==> config.mk <==
export PLATFORM = sky130hd
export DESIGN_NAME = centroid_feeder
export DESIGN_NICKNAME = d
export VERILOG_FILES = /design/src/rtl/centroid_feeder.sv
export SDC_FILE = /design/constraint.sdc
export NUM_CORES = 1
export LEC_CHECK = 0
export CORE_ASPECT_RATIO = 0.7
export CORE_MARGIN = 2
export CORE_UTILIZATION = 53
export DETAILED_ROUTE_END_ITERATION = 8
export PLACE_DENSITY = 0.87
export SLEW_MARGIN = 30
export SYNTH_ARGS = -nofsm -noshare
export SYNTH_HDL_FRONTEND = slang
export SYNTH_SLANG_ARGS = --single-unit
==> constraint.sdc <==
create_clock -name clk_in -period 3.18 [get_ports clk_in]
set_clock_uncertainty 0.2 [all_clocks]
set_input_delay 0.318 -clock clk_in [delete_from_list [all_inputs] [get_ports clk_in]]
set_output_delay 0.318 -clock clk_in [all_outputs]
set_load 0.03 [all_outputs]
==> src/rtl/centroid_feeder.sv <==
// centroid_feeder
//   Producer side of the interpolator's centroid handshake. Centroids from
//   the tracker are buffered in a FIFO and presented one at a time on
//   centroid_x/y/z, announced by a single-cycle centroid_ready pulse. The
//   target is held until the interpolator reports done again.
//
//   Optional build macro: CENTROID_FEEDER_DEADBAND_EN
//     Inputs within DEADBAND (Chebyshev distance) of the last written
//     centroid are discarded and flagged on 'dropped'.
//
// Ports
//   clk_in, rst_n_in         clock, async active-low reset
//   in_x/in_y/in_z, in_valid incoming centroid from tracker
//   in_ready                 FIFO not full (combinational)
//   centroid_x/y/z           held target to interpolator
//   centroid_ready           1-cycle pulse, new target valid
//   interp_done              interpolator idle/finished
//   fifo_count               entries buffered (0..DEPTH)
//   busy                     FSM not idle
//   dropped                  1-cycle pulse, input filtered (deadband build)
//
// state  | meaning
// IDLE   | waiting for a buffered centroid; pops on leaving
// ISSUE  | centroid_ready high for this one cycle
// SETTLE | ignore interp_done while the interpolator lowers it
// BUSY   | wait for interp_done to return high
module centroid_feeder #(
  parameter int X_WIDTH  = 9,
  parameter int Y_WIDTH  = 8,
  parameter int Z_WIDTH  = 9,
  parameter int DEPTH    = 8,
  parameter int DEADBAND = 2
) (
  input  logic                       clk_in,
  input  logic                       rst_n_in,
  input  logic [X_WIDTH-1:0]         in_x,
  input  logic [Y_WIDTH-1:0]         in_y,
  input  logic [Z_WIDTH-1:0]         in_z,
  input  logic                       in_valid,
  output logic                       in_ready,
  output logic [X_WIDTH-1:0]         centroid_x,
  output logic [Y_WIDTH-1:0]         centroid_y,
  output logic [Z_WIDTH-1:0]         centroid_z,
  output logic                       centroid_ready,
  input  logic                       interp_done,
  output logic [$clog2(DEPTH):0]     fifo_count,
  output logic                       busy,
  output logic                       dropped
);

  localparam int AW = $clog2(DEPTH);
  localparam int CW = AW + 1;

  // Elaboration-time sanity: empty block only exists for illegal parameters.
  if (DEPTH < 2 || (DEPTH & (DEPTH - 1)) != 0 || DEADBAND < 0) begin : g_bad_params
  end

  typedef enum logic [1:0] {IDLE, ISSUE, SETTLE, BUSY} state_t;

  state_t             state, state_nxt;
  logic [X_WIDTH-1:0] mem_x [DEPTH];
  logic [Y_WIDTH-1:0] mem_y [DEPTH];
  logic [Z_WIDTH-1:0] mem_z [DEPTH];
  logic [AW-1:0]      head, tail;
  logic [CW-1:0]      count;
  logic               full, accept, push, pop, primed;

  assign full     = (count == CW'(DEPTH));
  assign in_ready = !full;
  assign accept   = in_valid && in_ready;
  assign pop      = (state == IDLE) && (count != '0);

`ifdef CENTROID_FEEDER_DEADBAND_EN
  logic [X_WIDTH-1:0] last_x;
  logic [Y_WIDTH-1:0] last_y;
  logic [Z_WIDTH-1:0] last_z;
  logic               have_last, near, dropped_r;
  logic [X_WIDTH:0]   dx;
  logic [Y_WIDTH:0]   dy;
  logic [Z_WIDTH:0]   dz;

  // Absolute differences one bit wider than the operands so no wrap occurs.
  assign dx = ({1'b0, in_x} >= {1'b0, last_x}) ? ({1'b0, in_x} - {1'b0, last_x})
                                               : ({1'b0, last_x} - {1'b0, in_x});
  assign dy = ({1'b0, in_y} >= {1'b0, last_y}) ? ({1'b0, in_y} - {1'b0, last_y})
                                               : ({1'b0, last_y} - {1'b0, in_y});
  assign dz = ({1'b0, in_z} >= {1'b0, last_z}) ? ({1'b0, in_z} - {1'b0, last_z})
                                               : ({1'b0, last_z} - {1'b0, in_z});

  // Max of the three distances <= DEADBAND is the same as each one being <= it.
  assign near = have_last
             && (dx <= (X_WIDTH+1)'(DEADBAND))
             && (dy <= (Y_WIDTH+1)'(DEADBAND))
             && (dz <= (Z_WIDTH+1)'(DEADBAND));
  assign push    = accept && !near;
  assign dropped = dropped_r;

  always_ff @(posedge clk_in or negedge rst_n_in) begin
    if (!rst_n_in) begin
      last_x    <= '0;
      last_y    <= '0;
      last_z    <= '0;
      have_last <= 1'b0;
      dropped_r <= 1'b0;
    end else begin
      dropped_r <= accept && near;
      if (push) begin
        last_x    <= in_x;
        last_y    <= in_y;
        last_z    <= in_z;
        have_last <= 1'b1;
      end
    end
  end
`else
  assign push    = accept;
  assign dropped = 1'b0;
`endif

  always_ff @(posedge clk_in) begin
    if (push) begin
      mem_x[tail] <= in_x;
      mem_y[tail] <= in_y;
      mem_z[tail] <= in_z;
    end
  end

  // DEPTH is a power of two, so pointer overflow is the modulo wrap.
  always_ff @(posedge clk_in or negedge rst_n_in) begin
    if (!rst_n_in) begin
      head  <= '0;
      tail  <= '0;
      count <= '0;
    end else begin
      if (push) tail <= tail + AW'(1);
      if (pop)  head <= head + AW'(1);
      case ({push, pop})
        2'b10:   count <= count + CW'(1);
        2'b01:   count <= count - CW'(1);
        default: count <= count;
      endcase
    end
  end

  assign fifo_count = count;

  always_ff @(posedge clk_in or negedge rst_n_in) begin
    if (!rst_n_in) state <= IDLE;
    else            state <= state_nxt;
  end

  always_comb begin
    state_nxt = state;
    case (state)
      IDLE:    if (count != '0) state_nxt = ISSUE;
      // The first point is only latched by the interpolator; it never drops done.
      ISSUE:   state_nxt = primed ? SETTLE : IDLE;
      SETTLE:  state_nxt = BUSY;
      BUSY:    if (interp_done) state_nxt = IDLE;
      default: state_nxt = IDLE;
    endcase
  end

  always_comb begin
    centroid_ready = (state == ISSUE);
    busy           = (state != IDLE);
  end

  always_ff @(posedge clk_in or negedge rst_n_in) begin
    if (!rst_n_in) begin
      centroid_x <= '0;
      centroid_y <= '0;
      centroid_z <= '0;
      primed     <= 1'b0;
    end else begin
      if (pop) begin
        centroid_x <= mem_x[head];
        centroid_y <= mem_y[head];
        centroid_z <= mem_z[head];
      end
      if (state == ISSUE) primed <= 1'b1;
    end
  end

endmodule

==> reports/results.txt <==
max_cap viols = 0
cts hold-fix bufs = 1
power per cell area = 943 nW/um2
Routed Antenna Nets = 0
DP Cell Count = 862
Sink Count = 247
Clock Latency Late Sink = 0.50 ns
Std-Cell Rows = 41
startpoint types = register
Clock power frac = 24.2%
Iteration-0 DRC Markers = 576
final setup fails = 0
kind of critical path = reg2reg
final core occ = 62.8%
switch share = 33.6%
Die Wd = 165 um
vias in the first global route = 5455
first-pass GRT wire length = 29500 um
area of the mapped netlist = 9600 um2
grt total ovfl = 0
chip height = 117 um
Final period util = 86.9%
Crit. Startpoint = fifo_count[1]
wire per inst = 21.0 um
fmax = 0.362 GHz
register area share after synthesis = 75.2%
YS warnings = 0
fin. max-slew vios = 0
Crit Path Max Fanout = 9
internal power = 7040 uW
initial antenna violation count = 0
setup repair bufs after CTS = 0
status = finished, final reports clean
Setup Total Neg Slack = 0 ns
core area = 17900 um2
Critical-path top delay cell = or4b_4
DR pass1 iterations = 5
Ports = 64
GR Util All Layers = 20.4%
PortBufs = 62
buffer depth of the longest clock path = 3
Num CTS Buffers = 22
CTS Root Cell = clkbuf_16
Syn Nets = 609
largest net degree at the start of global routing = 48
Worst Path Arrival = 2.93 ns
Fillers = 1217
final hold violation count = 0
critical path endpoint category = register
switching power = 3560 uW
Worst R2R Path Depth = 9
# H-tree levels = 1
Clock transition at path regs = 0.06 ns
Yosys reg bits = 247
Tmin final = 2.76 ns
FF+latch area = 7230 um2
drc violations = 0
RSZ-0062 raised after global routing = no
final cell count without fillers = 903
Multi-input gate area = 2210 um2
max_slew headroom = 51.4%
Via Count = 5159
Seq pwr share = 43.1%
hold_ws = 0.159 ns
die area = 19200 um2
Synth Area per Inst = 16.7 um2
combinational share of power = 32.7%
DR vias/cell = 5.71
hold crit path type = in2async
Detail Placement HPWL = 10900 um
nets@finish = 686
Leakage = 0.00417 uW
Worst EP required = 3.35 ns
post-CTS sizing = 0
starting density of the core = 53.6%
cell mode on critical path = xor2_1
VDD IR max = 586 uV
number of diodes = 0
CTS tree = done
biggest cell delay along the critical path = 0.60 ns
Routability Congestion = 0.749
Worst Tran Pin Value = 0.726 ns
Area Overhead vs Synth = 17.2%
Cell Chain, Critical Path = or4b_4, nand2_4, ha_1, xor2_1, ha_1, a21oi_1, xor2_1, nor2_1, xor2_1
unique cell type count in the Yosys netlist = 37
Reg2Reg Launch Point = fifo_count[1]
layout cells sized above 1 = 11.2%
detailed-route wire length = 19000 um
Mapped Cells = 574
-- area by class of cell --
| type | count | share of cell area [%] |
|---|---|---|
| Sequential cell | 247 | 64.2 |
| Timing Repair Buffer | 84 | 7.10 |
| Clock buffer | 36 | 6.17 |
| Inverter | 1 | 0.0334 |
| Multi-Input combinational cell | 295 | 19.7 |
| Tap cell | 236 | 2.62 |
| Clock inverter | 4 | 0.156 |
-- cell usage in the layout, fill, tap and decap left out, types with 6 or more instances in the layout --
cell,count
nor2_2,7
nand3_1,28
clkbuf_16,23
nand2_1,63
dfrtp_1,38
mux2i_1,104
clkdlybuf4s50_1,61
clkbuf_1,6
clkbuf_8,7
buf_4,21
a22oi_1,52
edfxtp_1,208
-- state kept, by name (all words and copies together) (netlist names), 4 cells and up, named ones only --
register,flops
centroid_x,9
fifo_count,4
mem_y,64
mem_z,72
centroid_z,9
mem_x,72
centroid_y,8
-- metal layers --
layer / wire (um) / vias to the layer above / track usage, %
li1: - / 2347 / -
met2: 9680 / 157 / 36.7
met4: 364 / 0 / 4.99
met1: 8020 / 2617 / 26.5
met5: 0 / - / 0
met3: 948 / 38 / 3.16
-- critical path: cells and delay by family, from the launching register on --
family,cells,cell delay [ns]
DFF,1,0.48
adders and majority gates,2,0.49
and+or+nand+nor,3,0.80
AOI/OAI and AO/OA,1,0.19
xor gates and xnor gates,3,0.47
-- kinds of logic after synthesis --
group | share of synthesized area [%]
other | 0.0391
AO/OA/AOI/OAI | 4.34
multiplexers | 11.1
XOR/XNOR | 0.730
AND/OR/NAND/NOR | 5.85
adder cells (fa/ha/maj) | 0.652
flip-flops | 75.2
buffers and inverters | 2.02
-- metrics by stage --
stage | total power [uW] | setup slack [ns] | instance area, um2
2_1_floorplan | 6920 | 0.302 | 9600
3_3_place_gp | 7880 | 0.677 | 10500
3_5_place_dp | 8080 | 0.547 | 10500
4_1_cts | 10700 | 0.424 | 11200
5_1_grt | 11100 | 0.277 | 11200
6_report | 10600 | 0.418 | 11200
-- power groups by stage --
stage | Combinational, uW | Clock (uW) | Sequential [uW]
after floorplan | 2090 | 0 | 4830
after global placement | 3310 | 0 | 4570
after detailed placement | 3450 | 0 | 4630
after CTS | 3500 | 2610 | 4570
after global routing | 3750 | 2730 | 4630
final | 3470 | 2570 | 4570
-- synthesized netlist by cell type, drive strengths merged --
cell type,count,area (um2)
a22oi,52,390
o21ai,2,10.0
dfrtp,39,976
o22ai,1,6.26
or4b,1,13.8
mux2i,104,1040
nor3b,1,7.51
xnor2,5,43.8
nor3,2,15.0
buf,26,170
nor2b,3,18.8
or2,4,27.5
mux2,2,26.3
inv,1,3.75
nand2b,3,18.8
a21oi,2,10.0
clkbuf,5,20.0
nor4bb,1,10.0
nor2,8,37.5
edfxtp,208,6250
nand2,65,254
xor2,3,26.3
nor4,1,12.5
nand3,28,140
and2,1,6.26
ha,5,62.6
conb,1,3.75
-- worst paths after layout --
kind,to,slack [ns]
max in group asynchronous,head[0],2.17
min in group clk_in,register,0.24
worst max-delay path,fifo_count[2],0.42
worst max register to register,fifo_count[2],0.42
worst min register to register,centroid_z[7],0.28
worst min-delay path,centroid_z[8],0.16
No activity file was read; power rests on OpenSTA's default activity.
